**src/rtl/wb_stage.sv**
```systemverilog
// Writeback stage: MEM/WB register, load extraction and extension, register file write port,
// bad-load flag and retire counter. Define WB_BYPASS_EN for same-cycle write-through to ID reads.
module wb_stage (
    input  logic        clk,
    input  logic        r,
    input  logic        flush,
    input  logic        mem_valid,
    input  logic        mem_RegWrite,
    input  logic        mem_MemToReg,
    input  logic [2:0]  mem_funct3,
    input  logic [4:0]  mem_rd,
    input  logic [31:0] mem_ALUResult,
    input  logic [31:0] mem_ReadData,
    output logic        RegWrite,
    output logic [4:0]  WriteRegister,
    output logic [31:0] WriteData,
    output logic        misalign,
    output logic [31:0] retired,
    input  logic [4:0]  ReadRegister1,
    input  logic [4:0]  ReadRegister2,
    input  logic [31:0] rf_ReadData1,
    input  logic [31:0] rf_ReadData2,
    output logic [31:0] ReadData1,
    output logic [31:0] ReadData2
);

    logic [1:0]  addr;
    logic [7:0]  byteLane [4];
    logic [15:0] halfLane [2];
    logic [7:0]  selByte;
    logic [15:0] selHalf;
    logic [31:0] loadData;
    logic [31:0] resultNext;
    logic        badNext;
    logic        takeNext;
    logic        retirePendingReg;

    assign addr = mem_ALUResult[1:0];

    genvar gi;
    generate
        for (gi = 0; gi < 4; gi++) begin : gByte
            assign byteLane[gi] = mem_ReadData[8*gi +: 8];
        end
        for (gi = 0; gi < 2; gi++) begin : gHalf
            assign halfLane[gi] = mem_ReadData[16*gi +: 16];
        end
    endgenerate

    always_comb begin
        selByte  = byteLane[addr];
        selHalf  = halfLane[addr[1]];
        loadData = mem_ReadData;
        badNext  = 1'b0;
        case (mem_funct3)
            3'b000: loadData = {{24{selByte[7]}}, selByte};
            3'b100: loadData = {24'b0, selByte};
            3'b001: begin
                loadData = {{16{selHalf[15]}}, selHalf};
                badNext  = addr[0];
            end
            3'b101: begin
                loadData = {16'b0, selHalf};
                badNext  = addr[0];
            end
            3'b010: badNext = (addr != 2'b00);
            default: badNext = 1'b1;
        endcase
        // Alignment and funct3 legality only matter on the load path.
        badNext    = badNext & mem_MemToReg;
        resultNext = mem_MemToReg ? loadData : mem_ALUResult;
    end

    assign takeNext = mem_valid & ~flush;

    always_ff @(posedge clk) begin
        if (r) begin
            RegWrite         <= 1'b0;
            WriteRegister    <= 5'd0;
            WriteData        <= 32'd0;
            misalign         <= 1'b0;
            retired          <= 32'd0;
            retirePendingReg <= 1'b0;
        end else begin
            RegWrite         <= takeNext & mem_RegWrite & (mem_rd != 5'd0) & ~badNext;
            WriteRegister    <= takeNext ? mem_rd : 5'd0;
            WriteData        <= takeNext ? resultNext : 32'd0;
            misalign         <= takeNext & badNext;
            // Counts the instruction that sat in WB during the previous cycle.
            retired          <= retired + {31'd0, retirePendingReg};
            retirePendingReg <= takeNext & ~badNext;
        end
    end

`ifdef WB_BYPASS_EN
    assign ReadData1 = (RegWrite && WriteRegister == ReadRegister1 && ReadRegister1 != 5'd0)
                       ? WriteData : rf_ReadData1;
    assign ReadData2 = (RegWrite && WriteRegister == ReadRegister2 && ReadRegister2 != 5'd0)
                       ? WriteData : rf_ReadData2;
`else
    logic unusedReadIdx;
    assign unusedReadIdx = ^{ReadRegister1, ReadRegister2};
    assign ReadData1 = rf_ReadData1;
    assign ReadData2 = rf_ReadData2;
`endif

endmodule
```
**config.mk**
```make
export PLATFORM = sky130hd
export DESIGN_NAME = wb_stage
export DESIGN_NICKNAME = d
export VERILOG_FILES = /design/src/rtl/wb_stage.sv
export SDC_FILE = /design/constraint.sdc
export NUM_CORES = 1
export LEC_CHECK = 0
export BUFFER_PORTS_ARGS = -buffer_cell sky130_fd_sc_hd__clkbuf_2
export CORE_MARGIN = 5
export CORE_UTILIZATION = 36
export CTS_CLUSTER_DIAMETER = 200
export CTS_CLUSTER_SIZE = 20
export DETAILED_ROUTE_END_ITERATION = 10
export MAX_ROUTING_LAYER = met4
export PLACE_DENSITY = 0.76
export SLEW_MARGIN = 20
export SYNTH_ARGS = -nofsm -noshare
export SYNTH_HDL_FRONTEND = slang
export SYNTH_SLANG_ARGS = --single-unit
```
**constraint.sdc**
```tcl
create_clock -name clk -period 1.62 [get_ports clk]
set_input_delay 0.081 -clock clk [delete_from_list [all_inputs] [get_ports clk]]
set_output_delay 0.081 -clock clk [all_outputs]
set_load 0.03 [all_outputs]
```
# [Yosys cells after proc, flatten, opt, wreduce, memory -nomap -nowiden]
# Cells that the tools add are included.
[op_classes] n_addsub=1 n_lt_le_gt_ge=2 eq_ne=4 n_mux=9 n_bitwise=12 n_reduce_logical=6
[ops] cell="one-hot mux 32 bit (4 select lines)" n=1
[ops] cell="2-to-1 mux 16 bit" n=3
[ops] cell="adder 32 x 1 -> 32 bit" n=1
[ops] cell="2-to-1 mux 32 bit" n=1
[ops] cell="binary-select mux 8 bit (select 2 bit)" n=1
[ops] cell="2-to-1 mux 8 bit" n=2
[ops] cell="AND 1 bit" n=7
[ops] cell="equality test 3 bit (second input constant)" n=2
[ops] cell="OR reduction 2 bit" n=3
[ops] cell="nonzero test 5 bit" n=1
[ops] cell="equality test 3 x 1 -> 1 bit (second input constant)" n=1
[ops] cell="equality test 3 x 2 -> 1 bit (second input constant)" n=1
[ops] cell="greater-or-equal comparator 3 bit (second input constant)" n=1
[ops] cell="zero test 3 bit" n=1
[ops] cell="inverter 1 bit" n=3
[ops] cell="inverter 2 -> 3 bit" n=1
[ops] cell="one-hot mux 1 bit (3 select lines)" n=1
[ops] cell="greater-or-equal comparator 2 bit (second input constant)" n=1
[ops] cell="inverter 1 -> 2 bit" n=1
[ops] cell="nonzero test 2 bit" n=1
[totals] regBits=72 input_bits=152 out_inout_bits=135 elab_cells=40

# [Longest topological paths before layout]
[depth] ltp_word=6 depth_mapped=7 depth_no_buf=7

# [Worst setup path after synthesis]
# No wires, ideal clock.
[synth_timing] path_type="register -> register" start="register retired[0]" end="register retired[28]" setup_time_ns=0.128 arrival_ns=1.810 required_ns=1.492 path_slack_ns=-0.317 path_stages_with_launch=8 path_buffers=0 period_less_slack_ns=1.937 path_cell_list="dfxtp_1 ha_1 ha_1 nand2_2 nor4_4 nand4_1 xor2_1 nor2_1"
[synth_between] elab_chain_len=1
[synth_rtl] item="start: declaration" line="18" text="output logic [31:0] retired,"
[synth_rtl] item="start signal: assignment" line="90" text="retired <= retired + {31'd0, retirePendingReg};"
[synth_rtl] item="adder 32 x 1 -> 32 bit" line="90"
# Every way passes these cells.
# A chain may end at the register's enable or synchronous reset.

# [Worst setup path in the final report]
[layout_timing] start="input port mem_ALUResult[1]" end="register WriteData[16]"
[layout_between] elab_chain_len=6 word_cells_on_any_way=10 classes_between="mux (8); bitwise (2)"
[layout_rtl] item="start: declaration" line="12" text="input logic [31:0] mem_ALUResult,"
[layout_rtl] item="inverter 2 -> 3 bit (implied by the code) or inverter 1 -> 2 bit (tied branches)" line="51, 52"
[layout_rtl] item="binary-select mux 8 bit (select 2 bit) or 2-to-1 mux 16 bit (tied branches)" line="51, 52"
[layout_rtl] item="2-to-1 mux 8 bit (implied by the code) or 2-to-1 mux 16 bit (tied branches) (2 in series)" line="51, 52"
[layout_rtl] item="one-hot mux 32 bit (4 select lines) (*)" line="55" text="case (mem_funct3)"
[layout_rtl] item="2-to-1 mux 32 bit (*)" line="71" text="resultNext = mem_MemToReg ? loadData : mem_ALUResult;"
[layout_rtl] item="end signal: assignment" line="87" text="WriteData <= takeNext ? resultNext : 32'd0;"
[layout_rtl] item="end: declaration" line="16" text="output logic [31:0] WriteData,"
# Every way passes the cells marked *; elsewhere a longest branch is shown, timed or not. The select of a mux whose other input is x is not followed.

==> impl_metrics.py <==
metrics = {
    "floorplanning": {
        "placeableCoreArea_um2": 10300,
        "floorplan.io_pins": 287,
        "overall_die_area_um2": 12600,
        "initial_utilization": 0.367,
        "rows": 37,
        "die_y_um": 112,
        "chipWidth_um": 112,
    },
    "placed_design": {
        "hpwl_um": 11300,
        "place_area_um2": 4310,
        "final_weighted_congestion_in_routability_driven_placement": 0.859,
        "post_place_cells": 668,
        "io_buffers": 148,
        "pre_cts_ws_ps": 58.9,
    },
    "sta": {
        "hold_ws_ps": 22.6,
        "tightest_slew_ps": 352,
        "timing.clock.skew_ps": 7.80,
        "layout_worst_path_cycle_share": 0.945,
        "final.setup.worst_slack_ps": 89.6,
        "max_freq_mhz": 653,
        "report.final.slew_viol_count": 0,
        "max_slew_margin": 0.764,
        "timing.setup.tns_ps": 0,
        "finalSetupViolCount": 0,
        "layout_min_cycle_time_ps": 1530,
        "final_hold_viol_count": 0,
    },
    "final_layout": {
        "mostFrequentLayoutCells": "148 x clkbuf_2, 55 x dfxtp_1, 49 x nand2_1",
        "commonest_non_fill_non_tap_cell_in_the_layout": "clkbuf_2",
        "final_nets": 719,
        "stdcell_area_um2": 4740,
        "antenna-diode-count": 0,
        "postLayoutCoreUtil": 0.462,
        "layout-area-overhead-vs-synth_pct": 25.8,
        "final_cells": 706,
        "post_route_cells_drive_above_1_share": 0.393,
    },
    "drt": {
        "count_of_nets_left_with_antenna_violations_after_detail_routing": 0,
        "dr.first_iter.drc_count": 269,
        "detail_route.vias_per_cell": 5.10,
        "vias": 3601,
        "post-route-drc-count": 0,
        "postRouteWirelength_um": 14000,
        "detail_route.wl_per_cell_um": 19.8,
        "length_of_the_first_detailed_routing_pass_in_iterations": 5,
    },
    "clock_tree": {
        "numCtsBuffers": 9,
        "cts_tree": "yes",
        "clock_latency_on_the_worst_skew_pair_ps": 340,
        "cts_root_buffer": "clkbuf_8",
        "cts_max_path_buffers": 2,
        "worst_setup_hold_path_clk_slew_ps": 80,
        "htree_num_levels": 3,
        "clock_sink_count": 72,
    },
    "synthesis": {
        "syn_area_um2": 3770,
        "ys_async_sr_fraction": 0,
        "synth.yosys.seq_area_share": 0.382,
        "synth-seq-cells": 72,
        "netlist-cell-type-count": 45,
        "number_of_enable_flip_flop_cells_after_synthesis": 0,
        "synth_cells": 449,
        "ys_warn_count": 0,
        "synth_top_area_frac": 0.382,
        "dominantRegCellSynth": "dfxtp_1",
        "synth_top_area_cell": "dfxtp_1",
        "synthesis.area_per_instance_um2": 8.40,
        "syn_nets": 603,
        "cells_taking_the_most_area_after_synthesis": "dfxtp_1 38%, buf_4 13%, o21ai_0 5.6%",
    },
    "critical_path": {
        "path_class": "in2reg",
        "critical_path_arrival_ps": 1770,
        "crit_chain": "clkbuf_2 > mux2_1 > nand2_1 > o21ai_1 > nor2_2 > buf_6 > a21oi_1 > dlygate4sd3_1",
        "endpoint_kind": "register",
        "worst-path-max-fanout": 16,
        "worstSetupStartpointType": "input pin",
        "timing.critical_path.slowest_stage_cell": "dlygate4sd3_1",
        "worst-path-buf-inv": 3,
        "largest_stage_delay_worst_path_ps": 550,
        "cp_top_family": "buffers and inverters",
        "worst_endpoint_required_time_ps": 1860,
    },
    "grt": {
        "initial_antenna_violation_count": 0,
        "grt_start_max_net_pins": 33,
        "grt_pass1_vias": 3643,
        "grt-ovfl-total": 0,
        "grt_first_pass_wirelength_um": 20800,
        "grt.total_usage": 0.221,
    },
    "power_and_ir_drop": {
        "power_density_nw_per_um2": 767,
        "pwr-share-seq": 0.496,
        "p_clk_frac": 0.359,
        "power.switching_mw": 0.987,
        "leakagePower_nw": 2.16,
        "p_sw_frac": 0.271,
        "power.ir.vdd_worst_uv": 280,
        "combPwrFrac": 0.145,
        "p_int_mw": 2.65,
        "fin_total_pwr_mw": 3.64,
    },
    "job": {
        "timing.max_cap.violations": 0,
    },
    "status": {
        "run_status": "completed",
    },
    "hold_path": {
        "worst_hold_path_type": "in2reg",
    },
}
-- state kept, by name, indices dropped and copies added (netlist names) --
register,cells
RegWrite,1
WriteData,32
WriteRegister,5
misalign,1
retirePendingReg,1
retired,32
-- worst reg2reg max path: cells and delay by family (launching register included) --
family,cells,cell delay [ps]
xor gates and xnor gates,1,160
DFF,1,380
and+or+nand+nor,4,660
buffers and inverters,1,200
-- cells in the mapped netlist, types with 2 or more instances --
cell type,instances
a21oi_1,9
inv_1,3
xnor2_1,6
nand3_1,18
buf_2,3
o221ai_1,2
a41oi_1,6
and3_1,5
clkbuf_1,17
buf_4,64
nand2b_1,5
nor2_1,39
a31oi_1,2
o21ai_0,42
dfxtp_1,72
and4_1,3
nor4_4,2
and2_1,14
a21o_1,2
mux2i_1,7
xor2_1,23
nor3_1,5
nor2b_1,4
a21oi_2,10
nand4_4,2
ha_1,2
mux2_1,2
nand2_1,49
o21ai_1,8
nand4_1,7
or3_1,2
-- layout make-up --
class / instances / area, um2
clock buffer: 14 / 163
clock inverter: 2 / 15.0
fill: 1024 / 5530
inverter: 3 / 11.3
multi-input combinational: 289 / 1790
sequential: 72 / 1480
tap: 136 / 170
timing repair buffer: 190 / 1110
-- cells by family after synthesis --
group / after synthesis / share of synthesized area
adder cells (fa/ha/maj): 2 / 0.00663
AO/OA/AOI/OAI: 89 / 0.145
buffers and inverters: 88 / 0.154
AND/OR/NAND/NOR: 159 / 0.217
multiplexers: 10 / 0.0275
XOR/XNOR: 29 / 0.0674
flip-flops: 72 / 0.382
-- final timing paths --
kind,startpoint,endpoint,slack [ps],cells after the start
setup / recovery,mem_ALUResult[1],WriteData[16]$_SDFF_PP0_,90,8
hold / removal,mem_ReadData[6],WriteData[6]$_SDFF_PP0_,20,3
setup reg to reg,retired[9]$_SDFF_PP0_,retired[28]$_SDFF_PP0_,90,6
hold reg to reg,retired[31]$_SDFF_PP0_,retired[31]$_SDFF_PP0_,520,2
-- power by group through the flow --
stage | Sequential (mW) | Clock (mW) | Combinational (mW)
3_3_place_gp | 1.85 | 0 | 0.475
3_5_place_dp | 1.85 | 0 | 0.484
4_1_cts | 1.81 | 1.35 | 0.522
6_report | 1.80 | 1.30 | 0.527
5_1_grt | 1.81 | 1.45 | 0.569
2_1_floorplan | 1.92 | 0 | 0.487
-- repair_timing --
| action | in CTS | in global routing |
|---|---|---|
| gates resized for setup | 0 | 13 |
| hold buffers | 20 | 0 |
| endpoints found under the setup margin | 0 | 14 |
| buffers inserted | 0 | 2 |
| hold endpoints to repair | 18 | 0 |
-- routing by layer --
metal / track usage / vias up / part of all wire
li1: - / 1697 / -
met1: 0.207 / 1647 / 0.32
met2: 0.378 / 229 / 0.51
met3: 0.121 / 28 / 0.13
met4: 0.0857 / 0 / 0.035
met5: - / - / 0
(Power assumes the default switching activity.)
